### config.mk
export PLATFORM = sky130hd
export DESIGN_NAME = hamming_encode_engine_flat
export DESIGN_NICKNAME = d
export VERILOG_FILES = /design/src/rtl/hamming_encode_engine_if.sv /design/src/rtl/hamming_encode_engine.sv /design/src/flat_wrapper.sv
export SDC_FILE = /design/constraint.sdc
export NUM_CORES = 1
export LEC_CHECK = 0
export BUFFER_PORTS_ARGS = -buffer_cell sky130_fd_sc_hd__clkbuf_2
export CAP_MARGIN = 20
export CORE_AREA = 8 8 81 83
export DETAILED_ROUTE_END_ITERATION = 10
export DIE_AREA = 0 0 89 91
export PLACE_DENSITY = 0.74
export SLEW_MARGIN = 20
export SYNTH_ARGS = -nofsm -noshare
export SYNTH_HDL_FRONTEND = slang
export SYNTH_SLANG_ARGS = --single-unit
### constraint.sdc
create_clock -name clock -period 3.3 [get_ports clock]
set_input_delay 0.66 -clock clock [delete_from_list [all_inputs] [get_ports clock]]
set_output_delay 0.66 -clock clock [all_outputs]
set_load 0.02 [all_outputs]
### src/rtl/hamming_encode_engine_if.sv
// rtl/hamming_encode_engine_if.sv - request handshake and data-memory bus of the SECDED encode engine
//
// Signals:
//   req          start pulse from the requester
//   ack          batch complete, held until the next accepted req
//   busy         high from accepted req until ack
//   mem_addr     byte address to data memory
//   mem_rd_en    read strobe, data returns on mem_rd_data one cycle later
//   mem_rd_data  sync-read data from memory
//   mem_wr_en    write strobe, byte written at the clock edge
//   mem_wr_data  write data
// Modports:
//   master  requester / memory side
//   slave   encode engine side
interface hamming_encode_engine_if #(
    parameter int ADDR_W = 8
);
    logic              req;
    logic              ack;
    logic              busy;
    logic [ADDR_W-1:0] mem_addr;
    logic              mem_rd_en;
    logic [7:0]        mem_rd_data;
    logic              mem_wr_en;
    logic [7:0]        mem_wr_data;

    modport master (
        output req,
        output mem_rd_data,
        input  ack,
        input  busy,
        input  mem_addr,
        input  mem_rd_en,
        input  mem_wr_en,
        input  mem_wr_data
    );

    modport slave (
        input  req,
        input  mem_rd_data,
        output ack,
        output busy,
        output mem_addr,
        output mem_rd_en,
        output mem_wr_en,
        output mem_wr_data
    );
endinterface

### src/rtl/hamming_encode_engine.sv
// rtl/hamming_encode_engine.sv - sequential SECDED Hamming(16,11) encoder over a byte-wide data memory
//
// Reads NUM_MSG 11-bit messages (lo byte = d[8:1], hi byte [2:0] = d[11:9]) starting at
// SRC_BASE, encodes each into a 16-bit codeword and writes it as a lo/hi byte pair starting
// at DST_BASE. Five cycles per message; ack is raised and held once the batch is done.
//
// Ports:
//   clock    rising-edge clock
//   reset_n  asynchronous active-low reset, aborts a batch immediately
//   bus      slave side of hamming_encode_engine_if (req/ack/busy + memory bus)
module hamming_encode_engine #(
    parameter int NUM_MSG  = 15,
    parameter int SRC_BASE = 0,
    parameter int DST_BASE = 30,
    parameter int ADDR_W   = 8
) (
    input  logic                   clock,
    input  logic                   reset_n,
    hamming_encode_engine_if.slave bus
);
    localparam int IDX_W = (NUM_MSG > 1) ? $clog2(NUM_MSG) : 1;
    localparam logic [IDX_W-1:0]  LAST_IDX = IDX_W'(NUM_MSG - 1);
    localparam logic [ADDR_W-1:0] SRC_A    = ADDR_W'(SRC_BASE);
    localparam logic [ADDR_W-1:0] DST_A    = ADDR_W'(DST_BASE);
    localparam logic [ADDR_W-1:0] ONE_A    = ADDR_W'(1);

    typedef enum logic [2:0] {
        S_IDLE,
        S_RD_LO,
        S_RD_HI,
        S_CAPT,
        S_WR_LO,
        S_WR_HI,
        S_DONE
    } state_t;

    state_t            state;
    logic [IDX_W-1:0]  idx;
    logic [7:0]        lo_byte;
    logic [15:0]       cw_q;
    logic              ack_q;
    logic              busy_q;
    logic [ADDR_W-1:0] addr_q;
    logic              rd_en_q;
    logic              wr_en_q;
    logic [7:0]        wr_data_q;
    logic [15:0]       cw_next;

    // Codeword bit i sits at Hamming position i; p0 is the overall even parity at bit 0.
    function automatic logic [15:0] encode(input logic [11:1] d);
        logic p8, p4, p2, p1, p0;
        p8 = ^d[11:5];
        p4 = d[11] ^ d[10] ^ d[9] ^ d[8] ^ d[4] ^ d[3] ^ d[2];
        p2 = d[11] ^ d[10] ^ d[7] ^ d[6] ^ d[4] ^ d[3] ^ d[1];
        p1 = d[11] ^ d[9] ^ d[7] ^ d[5] ^ d[4] ^ d[2] ^ d[1];
        p0 = (^d) ^ p8 ^ p4 ^ p2 ^ p1;
        return {d[11:5], p8, d[4:2], p4, d[1], p2, p1, p0};
    endfunction

    function automatic logic [ADDR_W-1:0] pair_addr(input logic [ADDR_W-1:0] base,
                                                     input logic [IDX_W-1:0]  i);
        return base + ADDR_W'({i, 1'b0});
    endfunction

    // Hi byte arrives on the read port during CAPT; bits [7:3] are dropped here.
    always_comb begin
        cw_next = encode({bus.mem_rd_data[2:0], lo_byte});
    end

    always_ff @(posedge clock or negedge reset_n) begin
        if (!reset_n) begin
            state     <= S_IDLE;
            idx       <= '0;
            lo_byte   <= '0;
            cw_q      <= '0;
            ack_q     <= 1'b0;
            busy_q    <= 1'b0;
            addr_q    <= '0;
            rd_en_q   <= 1'b0;
            wr_en_q   <= 1'b0;
            wr_data_q <= '0;
        end else begin
            // Strobes are single-cycle unless the next state re-asserts them.
            rd_en_q <= 1'b0;
            wr_en_q <= 1'b0;
            case (state)
                S_IDLE, S_DONE: begin
                    if (bus.req) begin
                        state   <= S_RD_LO;
                        idx     <= '0;
                        ack_q   <= 1'b0;
                        busy_q  <= 1'b1;
                        addr_q  <= SRC_A;
                        rd_en_q <= 1'b1;
                    end
                end
                S_RD_LO: begin
                    state   <= S_RD_HI;
                    addr_q  <= pair_addr(SRC_A, idx) + ONE_A;
                    rd_en_q <= 1'b1;
                end
                S_RD_HI: begin
                    state   <= S_CAPT;
                    lo_byte <= bus.mem_rd_data;
                end
                S_CAPT: begin
                    state     <= S_WR_LO;
                    cw_q      <= cw_next;
                    addr_q    <= pair_addr(DST_A, idx);
                    wr_en_q   <= 1'b1;
                    wr_data_q <= cw_next[7:0];
                end
                S_WR_LO: begin
                    state     <= S_WR_HI;
                    addr_q    <= pair_addr(DST_A, idx) + ONE_A;
                    wr_en_q   <= 1'b1;
                    wr_data_q <= cw_q[15:8];
                end
                S_WR_HI: begin
                    if (idx == LAST_IDX) begin
                        state  <= S_DONE;
                        ack_q  <= 1'b1;
                        busy_q <= 1'b0;
                    end else begin
                        state   <= S_RD_LO;
                        idx     <= idx + 1'b1;
                        addr_q  <= pair_addr(SRC_A, idx + 1'b1);
                        rd_en_q <= 1'b1;
                    end
                end
                default: begin
                    state  <= S_IDLE;
                    busy_q <= 1'b0;
                end
            endcase
        end
    end

    assign bus.ack         = ack_q;
    assign bus.busy        = busy_q;
    assign bus.mem_addr    = addr_q;
    assign bus.mem_rd_en   = rd_en_q;
    assign bus.mem_wr_en   = wr_en_q;
    assign bus.mem_wr_data = wr_data_q;
endmodule

### src/flat_wrapper.sv
// flat-port wrapper written by rule: the top's interface ports become plain ports
module hamming_encode_engine_flat 
#(
    parameter int NUM_MSG  = 15,
    parameter int SRC_BASE = 0,
    parameter int DST_BASE = 30,
    parameter int ADDR_W   = 8
)
  (clock, reset_n, bus_req, bus_mem_rd_data, bus_ack, bus_busy, bus_mem_addr, bus_mem_rd_en, bus_mem_wr_en, bus_mem_wr_data);
  hamming_encode_engine_if #(.ADDR_W(ADDR_W)) bus_i ();
  input  logic clock;
  input  logic reset_n;
  input wire logic [$bits(bus_i.req)-1:0] bus_req;
  input wire logic [$bits(bus_i.mem_rd_data)-1:0] bus_mem_rd_data;
  output wire logic [$bits(bus_i.ack)-1:0] bus_ack;
  output wire logic [$bits(bus_i.busy)-1:0] bus_busy;
  output wire logic [$bits(bus_i.mem_addr)-1:0] bus_mem_addr;
  output wire logic [$bits(bus_i.mem_rd_en)-1:0] bus_mem_rd_en;
  output wire logic [$bits(bus_i.mem_wr_en)-1:0] bus_mem_wr_en;
  output wire logic [$bits(bus_i.mem_wr_data)-1:0] bus_mem_wr_data;
  assign bus_i.req = bus_req;
  assign bus_i.mem_rd_data = bus_mem_rd_data;
  assign bus_ack = bus_i.ack;
  assign bus_busy = bus_i.busy;
  assign bus_mem_addr = bus_i.mem_addr;
  assign bus_mem_rd_en = bus_i.mem_rd_en;
  assign bus_mem_wr_en = bus_i.mem_wr_en;
  assign bus_mem_wr_data = bus_i.mem_wr_data;
  hamming_encode_engine #(.NUM_MSG(NUM_MSG), .SRC_BASE(SRC_BASE), .DST_BASE(DST_BASE), .ADDR_W(ADDR_W)) u_core (.clock(clock), .reset_n(reset_n), .bus(bus_i));
endmodule
-- Yosys cells after proc, flatten, opt, wreduce, memory -nomap -nowiden
Cells that the tools add are included.
- add/sub/neg operators: 4
- multiplexer cells: 20
- equality and inequality tests: 10
- bitwise operators: 22
- reduce and logical (&&, ||, !) cells: 13
- operator list (operator ; count):
    case mux 8 bit (5 select lines) ; 1
    bitwise XOR 1 bit ; 21
    case mux 3 bit (6 select lines) ; 1
    2-to-1 mux 8 bit ; 2
    case mux 8 bit (2 select lines) ; 1
    AND reduction 3 bit ; 4
    parity 11 bit ; 1
    == test 3 bit (second input constant) ; 3
    adder 8 x 1 -> 8 bit (second input constant) ; 1
    2-to-1 mux 4 bit ; 2
    case mux 4 bit (2 select lines) ; 1
    2-to-1 mux 1 bit ; 7
    parity 7 bit ; 1
    adder 5 x 1 -> 6 bit (second input constant) ; 1
    adder 5 x 5 -> 6 bit (first input constant) ; 1
    == test 3 x 2 -> 1 bit (second input constant) ; 2
    2-to-1 mux 3 bit ; 2
    case mux 1 bit (3 select lines) ; 2
    nonzero test 5 bit ; 1
    adder 4 x 1 -> 4 bit (second input constant) ; 1
    == test 4 bit (second input constant) ; 1
    != test 2 bit (second input constant) ; 2
    nonzero test 2 bit ; 2
    OR reduction 2 bit ; 2
    6 further kinds ; 6
- bits of input ports: 11
- register bits: 51
- output and inout bits: 20

-- Longest topological paths before layout
Gate-level depths: netlist of the first run.
- depth after elaboration: 10
- depth in mapped cells: 8

-- Worst setup path after synthesis of the first run
Ideal clock, no wire load.
- kind: reg-to-reg
- start: reg u_core.idx[0]
- end: reg u_core.idx[2]
- arrival: 1655 ps
- stages on the path, launching flop included: 9
- slack: 1523 ps
- clock period less this slack: 1777 ps
- buffers on the path: 1
- cells stage by stage: dfrtp_1 -> clkbuf_1 -> inv_2 -> ha_1 -> and3_1 -> nor2_1 -> a21oi_1 -> o21a_1 -> o2bb2ai_1
- cells in the longest elaborated chain, start to end: 3
- RTL lines (item ; RTL line ; RTL):
    start: declaration ; hamming_encode_engine.sv:38 ; logic [IDX_W-1:0] idx;
    start signal: assignment ; hamming_encode_engine.sv:126 ; idx <= idx + 1'b1;
    adder 4 x 1 -> 4 bit / == test 4 bit (equally long branches) ; hamming_encode_engine.sv:126, hamming_encode_engine.sv:120 ;
    2-to-1 mux 4 bit / != test 2 bit (equally long branches) ; - ;
    case mux 4 bit (2 select lines) / AND reduction 3 bit (equally long branches) ; - ;
Parallel ways exist; a longest one is shown, timed or not. The select of a mux whose other input is x is not followed.
A chain may end at the register's enable or synchronous reset.

-- Worst setup path in the final report of the first run
- start: reg u_core.state[1]
- end: reg u_core.lo_byte[1]
- cells in the longest elaborated chain, start to end: 1
- RTL lines (item ; RTL line ; RTL):
    start: declaration ; hamming_encode_engine.sv:37 ; state_t state;
    start signal: assignment ; hamming_encode_engine.sv:72 ; state <= S_IDLE;
    start signal: assignment ; hamming_encode_engine.sv:89 ; state <= S_RD_LO;
    start signal: assignment ; hamming_encode_engine.sv:98 ; state <= S_RD_HI;
    == test 3 x 2 -> 1 bit ; hamming_encode_engine.sv:86 ; case (state)
    end signal: assignment ; hamming_encode_engine.sv:104 ; lo_byte <= bus.mem_rd_data;
    end: declaration ; hamming_encode_engine.sv:39 ; logic [7:0] lo_byte;
No other way between the ends.

==> flow_summary.toml, run 1 <==
[cts]
cts_hold_repair.buffers = 0
numCtsBuffers = 5
clk_latency_ns = 0.30
cts_tree = "done"
post_cts_buffers = 0
htree_levels = 2
cts_resized = 0
clock-root-buffer = "clkbuf_8"
cts.clk_slew.worst_paths_ns = 0.09
clock_path_buffers = 2
cts.sinks = 41

[pwr]
ir_drop_mv = 0.528
leakagePower_nw = 1.16
power.density_mw_per_mm2 = 1060

[finish]
drive_gt1_share_pct = 16.9
areaGrowthSynthToFinish_pct = 11.7
design_area_mm2 = 0.00254
nets = 275
n_antenna_cell = 0

[routing]
drc = 0
ant_nets = 0
first_pass_iters = 4
avgRoutedWirePerCell_um = 13.7
wl_mm = 4.56
viasPerCell = 5.18
drt_iter0_markers = 115
vias = 1724

[flow_run]
max_cap_violations = 0

[global_routing]
grt_usage_pct = 12.0
grt_pass1_vias = 1698
grt_first_pass_wirelength_mm = 7.89
grt_antenna_before_repair = 0
grt_max_degree = 42
overflow = 0

[yosys]
yosysUniqueCellTypes = 44
syn_area_mm2 = 0.00227
yosysWarnings = 0
yosys_register_bits = 41
synth_ff_type = "dfrtp_1"
ys_seq_area_share_pct = 45.1
postSynthCellCount = 241
synth_enable_flop_cells = 0
synthArstFlopShare_pct = 100
avgSynthCellArea_um2 = 9.43

[status]
outcome = "finished, final reports clean"

[sta]
finalCritPeriodShare_pct = 69.4
tightest_slew_ns = 0.917
rsz0062_at_grt = "false"
fmax_mhz = 437
finalClockSkew_ns = 0.0138
final.setup.tns_ns = 0
slew_viol_final = 0
maxSlewHeadroom_pct = 38.9
finalSetupViolCount = 0
layout_min_cycle_time_ns = 2.29
finalHoldViolations = 0

[setup_path]
path_class = "reg -> reg"
r2r_end = "u_core.lo_byte[1]"
crit_arrival_ns = 2.46
worst_r2r_startpoint = "u_core.state[1]"
crit_start = "u_core.state[1]"
critPathRequiredTime_ns = 3.47
start_kind = "register"
cp-endpoint = "u_core.lo_byte[1]"
crit_fanout = 22
r2r_slack_ns = 1.01
endpoint_kind = "register"
r2r_cells = 3

[worst_hold_path]
min_path_type = "reg -> reg"

[placement]
dpl_cell_area_mm2 = 0.00243
io_buffers = 28
dp_hpwl_mm = 3.28
gp_congestion = 0.820

[die]
dieHeight_um = 91
initial_utilization_pct = 42.6
rows = 27
coreArea_mm2 = 0.00534
io_pins = 31
die_area_mm2 = 0.00810
dieWidth_um = 89
[power breakdown]
group          switching, mW  leakage (nW)  internal [mW]
registers              0.217         0.512          0.722
clock network          0.168        0.0540          0.220
logic                  0.767         0.597          0.607
total                   1.15          1.16           1.55
[critical path, cell delays in order (launching register included)]
cell and delay [ns]:
dfrtp_1 0.75, nor2b_1 0.35, nor2b_1 0.68, mux2_1 0.38
[metrics by stage]
step | instances | hold WS, ns | utilization [%] | worst slack (ns) | power, mW
2_1_floorplan | 242 | 0.364 | - | 1.52 | 2.02
3_3_place_gp | 326 | 0.456 | 45.6 | 1.09 | 2.31
3_5_place_dp | 326 | 0.465 | 45.6 | 1.01 | 2.34
4_1_cts | 333 | 0.485 | 47.6 | 0.967 | 2.74
5_1_grt | 333 | 0.513 | 47.6 | 0.829 | 2.92
6_report | 333 | 0.484 | 47.6 | 1.01 | 2.70
[logic make-up after synthesis]
| logic type | synth area share, % |
|---|---|
| DFF | 45.1 |
| xor gates and xnor gates | 9.25 |
| adders and majority gates | 1.65 |
| buffers and inverters | 5.01 |
| other | 0.165 |
| AOI/OAI and AO/OA | 14.4 |
| muxes | 8.92 |
| and+or+nand+nor | 15.5 |
[routing by layer]
| metal | routed length [um] | track usage, % |
|---|---|---|
| met5 | 0 | 0 |
| met4 | 52 | 3.74 |
| met3 | 226 | 3.51 |
| met2 | 2200 | 18.9 |
| met1 | 2070 | 15.2 |
[final cells by class]
cell class	instances	area [um2]
clock buffer	5	68.8
timing repair buffer	31	163
inverter	5	18.8
tap	72	90.1
clock inverter	2	35.0
multi-input combinational	177	1140
sequential	41	1030
fill	521	2800
[cells in the mapped netlist, types with 6 or more instances]
cell type	number	area, um2
a21oi_1	9	45.0
buf_2	7	35.0
clkbuf_1	6	22.5
mux2_1	8	90.1
dfrtp_1	41	1030
mux2i_1	9	90.1
xnor2_1	18	158
nand2_1	43	161
nor2_1	12	45.0
o21ai_0	7	35.0
xor2_1	6	52.6
o21ai_1	17	85.1
[worst min path at each step]
stage / to / slack [ns] / startpoint / cells after the start
finish: u_core.cw_q[13] / 0.48 / u_core.cw_q[13] / 2
detailed placement: u_core.cw_q[11] / 0.47 / u_core.cw_q[11] / 2
global route: u_core.cw_q[14] / 0.51 / u_core.cw_q[14] / 2
CTS: u_core.cw_q[12] / 0.48 / u_core.cw_q[12] / 2
floorplan: u_core.bus.ack / 0.36 / reset_n / 0
global placement: u_core.cw_q[12] / 0.46 / u_core.cw_q[12] / 2
[registers in the layout (all words and copies together) (netlist names)]
name                    flops
u_core.bus.ack              1
u_core.bus.mem_wr_en        1
u_core.bus.mem_addr         6
u_core.idx                  4
u_core.bus.mem_wr_data      8
u_core.state                3
u_core.lo_byte              8
u_core.cw_q                 8
u_core.bus.mem_rd_en        1
u_core.bus.busy             1
[layout by cell type, fill, tap and decap left out, types with 3 or more instances in the layout]
cell      Yosys  routed
nand2_1      43      43
dfrtp_1      41      41
clkbuf_2      0      27
xnor2_1      18      18
o21ai_1      17      17
nor2_1       12      12
a21oi_1       9       9
mux2i_1       9       9
mux2_1        8       8
o21ai_0       7       7
xor2_1        6       6
nor2b_1       5       5
clkbuf_8      0       5
inv_1         4       4
nand3b_1      4       4
nand2b_1      3       3
nand3_1       3       3
ha_1          3       3
buf_4         2       3
No activity file was read; power rests on OpenSTA's default activity.
==> run 2: changes to the inputs <==
--- a/config.mk
+++ b/config.mk
@@ -10,7 +10,7 @@
 export CORE_AREA = 8 8 81 83
 export DETAILED_ROUTE_END_ITERATION = 10
 export DIE_AREA = 0 0 89 91
-export PLACE_DENSITY = 0.74
+export PLACE_DENSITY = 0.76
 export SLEW_MARGIN = 20
 export SYNTH_ARGS = -nofsm -noshare
 export SYNTH_HDL_FRONTEND = slang
==> constraint.sdc (replaced) <==
create_clock -name clock -period 1.9 [get_ports clock]
set_input_delay 0.38 -clock clock [delete_from_list [all_inputs] [get_ports clock]]
set_output_delay 0.38 -clock clock [all_outputs]
set_load 0.02 [all_outputs]
==> run 2 against run 1 <==
Routed wire length rose by 8.8%. Largest cell class unchanged. Combinational power grew 94%. Highest routed layer unchanged. First-iteration DRC count is 41% higher. Core utilization rose by 1.8 points. Clock skew fell by 0.0027 ns. Critical endpoint is now u_core.bus.mem_addr[4]. Clock power increased by 69%. Via count rose by 3.1%. Register-to-register slack got worse by 0.83 ns.
==> flow_summary.toml, run 2 (same netlist as run 1, synthesis figures left out) <==
[status]
outcome = "finished, final reports clean"

[global_routing]
overflow = 0
grt_busiest_layer = "met2"
use_met1_pct = 17.1
grt_usage_pct = 13.3
grtUsageMet3_pct = 3.69
grt_first_pass_wirelength_mm = 8.65
grtUsageMet2_pct = 20.2
grt_pass1_vias = 1777
grt_max_degree = 42
grt_antenna_before_repair = 0

[sta]
finalClockSkew_ns = 0.0110
final.setup.tns_ns = 0
holdWs_ns = 0.120
maxSlewHeadroom_pct = 65.1
slew_viol_final = 0
finalSetupViolCount = 0
fmax_mhz = 582
layout_min_cycle_time_ns = 1.72
rsz0062_at_grt = "false"
tightest_slew_ns = 0.523
finalHoldViolations = 0
finalCritPeriodShare_pct = 90.4

[setup_path]
worst-path-buf-inv = 0
path_depth = 5
r2r_cells = 5
r2r_slack_ns = 0.18
critPathRequiredTime_ns = 2.10
start_kind = "register"
cp-endpoint = "u_core.bus.mem_addr[4]"
worst_r2r_startpoint = "u_core.idx[3]"
slowest_stage = "or4_4"
slowest_delay_ns = 0.56
crit_fanout = 9
crit_arrival_ns = 1.91
cp_top_family = "compound AO/OA/AOI/OAI gates"
r2r_end = "u_core.bus.mem_addr[4]"
path_cells = "or4_4, a21oi_2, a21o_1, a32oi_1, o41ai_2"
endpoint_kind = "register"
crit_start = "u_core.idx[3]"
path_class = "reg -> reg"

[finish]
nets = 286
layout_commonest_cell = "nand2_1"
drive_gt1_share_pct = 20.5
areaGrowthSynthToFinish_pct = 15.9
n_antenna_cell = 0
layout.cells.most_common_list = "43 x nand2_1, 41 x dfrtp_1, 28 x clkbuf_2, 18 x xnor2_1, 17 x o21ai_1"

[die]
dieWidth_um = 89
die_area_mm2 = 0.00810
initial_utilization_pct = 42.6
coreArea_mm2 = 0.00534
io_pins = 31
rows = 27
dieHeight_um = 91

[cts]
cts_tree = "done"
cts_resized = 0
clk_latency_ns = 0.30
cts.clk_slew.worst_paths_ns = 0.09
cts_hold_repair.buffers = 0
numCtsBuffers = 5
clock_path_buffers = 2
htree_levels = 2
post_cts_buffers = 0
cts.sinks = 41
clock-root-buffer = "clkbuf_8"

[routing]
avgRoutedWirePerCell_um = 14.4
ant_nets = 0
wl_mm = 4.96
viasPerCell = 5.15
first_pass_iters = 6
drc = 0
drt_iter0_markers = 162
vias = 1778

[placement]
gp_congestion = 0.813
io_buffers = 28
dp_hpwl_mm = 3.62

[worst_hold_path]
min_path_type = "in -> async"

[pwr]
ir_drop_mv = 0.598
leakagePower_nw = 1.22
power.density_mw_per_mm2 = 1850

[flow_run]
max_cap_violations = 0
==> run 2: cell types whose count changed in the layout (fill, tap and decap cells not counted) <==
| cell | before | now |
|---|---|---|
| bufinv_16 | 1 | 0 |
| clkbuf_8 | 5 | 7 |
| buf_2 | 1 | 0 |
| inv_6 | 0 | 1 |
| buf_4 | 3 | 13 |
| clkinv_2 | 1 | 0 |
| clkbuf_2 | 27 | 28 |
| buf_12 | 0 | 1 |
==> run 2: area by class of cell <==
type | instances | area, um2
Fill cell | 521 | 2700
Multi-Input combinational cell | 177 | 1140
Sequential cell | 41 | 1030
Timing Repair Buffer | 42 | 258
Clock buffer | 7 | 96.3
Tap cell | 72 | 90.1
Inverter | 5 | 18.8
Clock inverter | 1 | 8.76
==> run 2: worst min path at each step <==
stage                         start                    to  cells past startpoint
global route                reset_n  u_core.bus.mem_rd_en                      2
CTS                         reset_n       u_core.bus.busy                      2
finish                      reset_n  u_core.bus.mem_rd_en                      2
global placement    u_core.cw_q[11]       u_core.cw_q[11]                      2
floorplan                   reset_n        u_core.bus.ack                      0
detailed placement  u_core.cw_q[15]       u_core.cw_q[15]                      2
==> run 2: metrics by stage <==
step | cell area [um2] | std cells | total power, mW | worst slack, ns | util [%]
4_1_cts | 2640 | 345 | 4.91 | 0.190 | 49.4
3_5_place_dp | 2530 | 337 | 4.24 | 0.185 | 47.4
5_1_grt | 2640 | 345 | 5.26 | 0.0687 | 49.4
2_1_floorplan | 2280 | 242 | 3.51 | 0.123 | -
6_report | 2640 | 345 | 4.86 | 0.183 | 49.4
3_3_place_gp | 2530 | 337 | 4.16 | 0.252 | 47.4
==> run 2: metal layers <==
layer	up-vias	share of wire (%)
met5	-	0
met4	0	1.6
met3	6	5.0
met2	35	49
met1	859	45
li1	878	-
==> run 2: power by group <==
part           total (mW)  switching, mW  internal (mW)  leakage (nW)
combinational        2.66           1.48           1.18         0.658
clock               0.656          0.321          0.336        0.0549
sequential           1.54          0.287           1.26         0.512
total                4.86           2.09           2.77          1.22
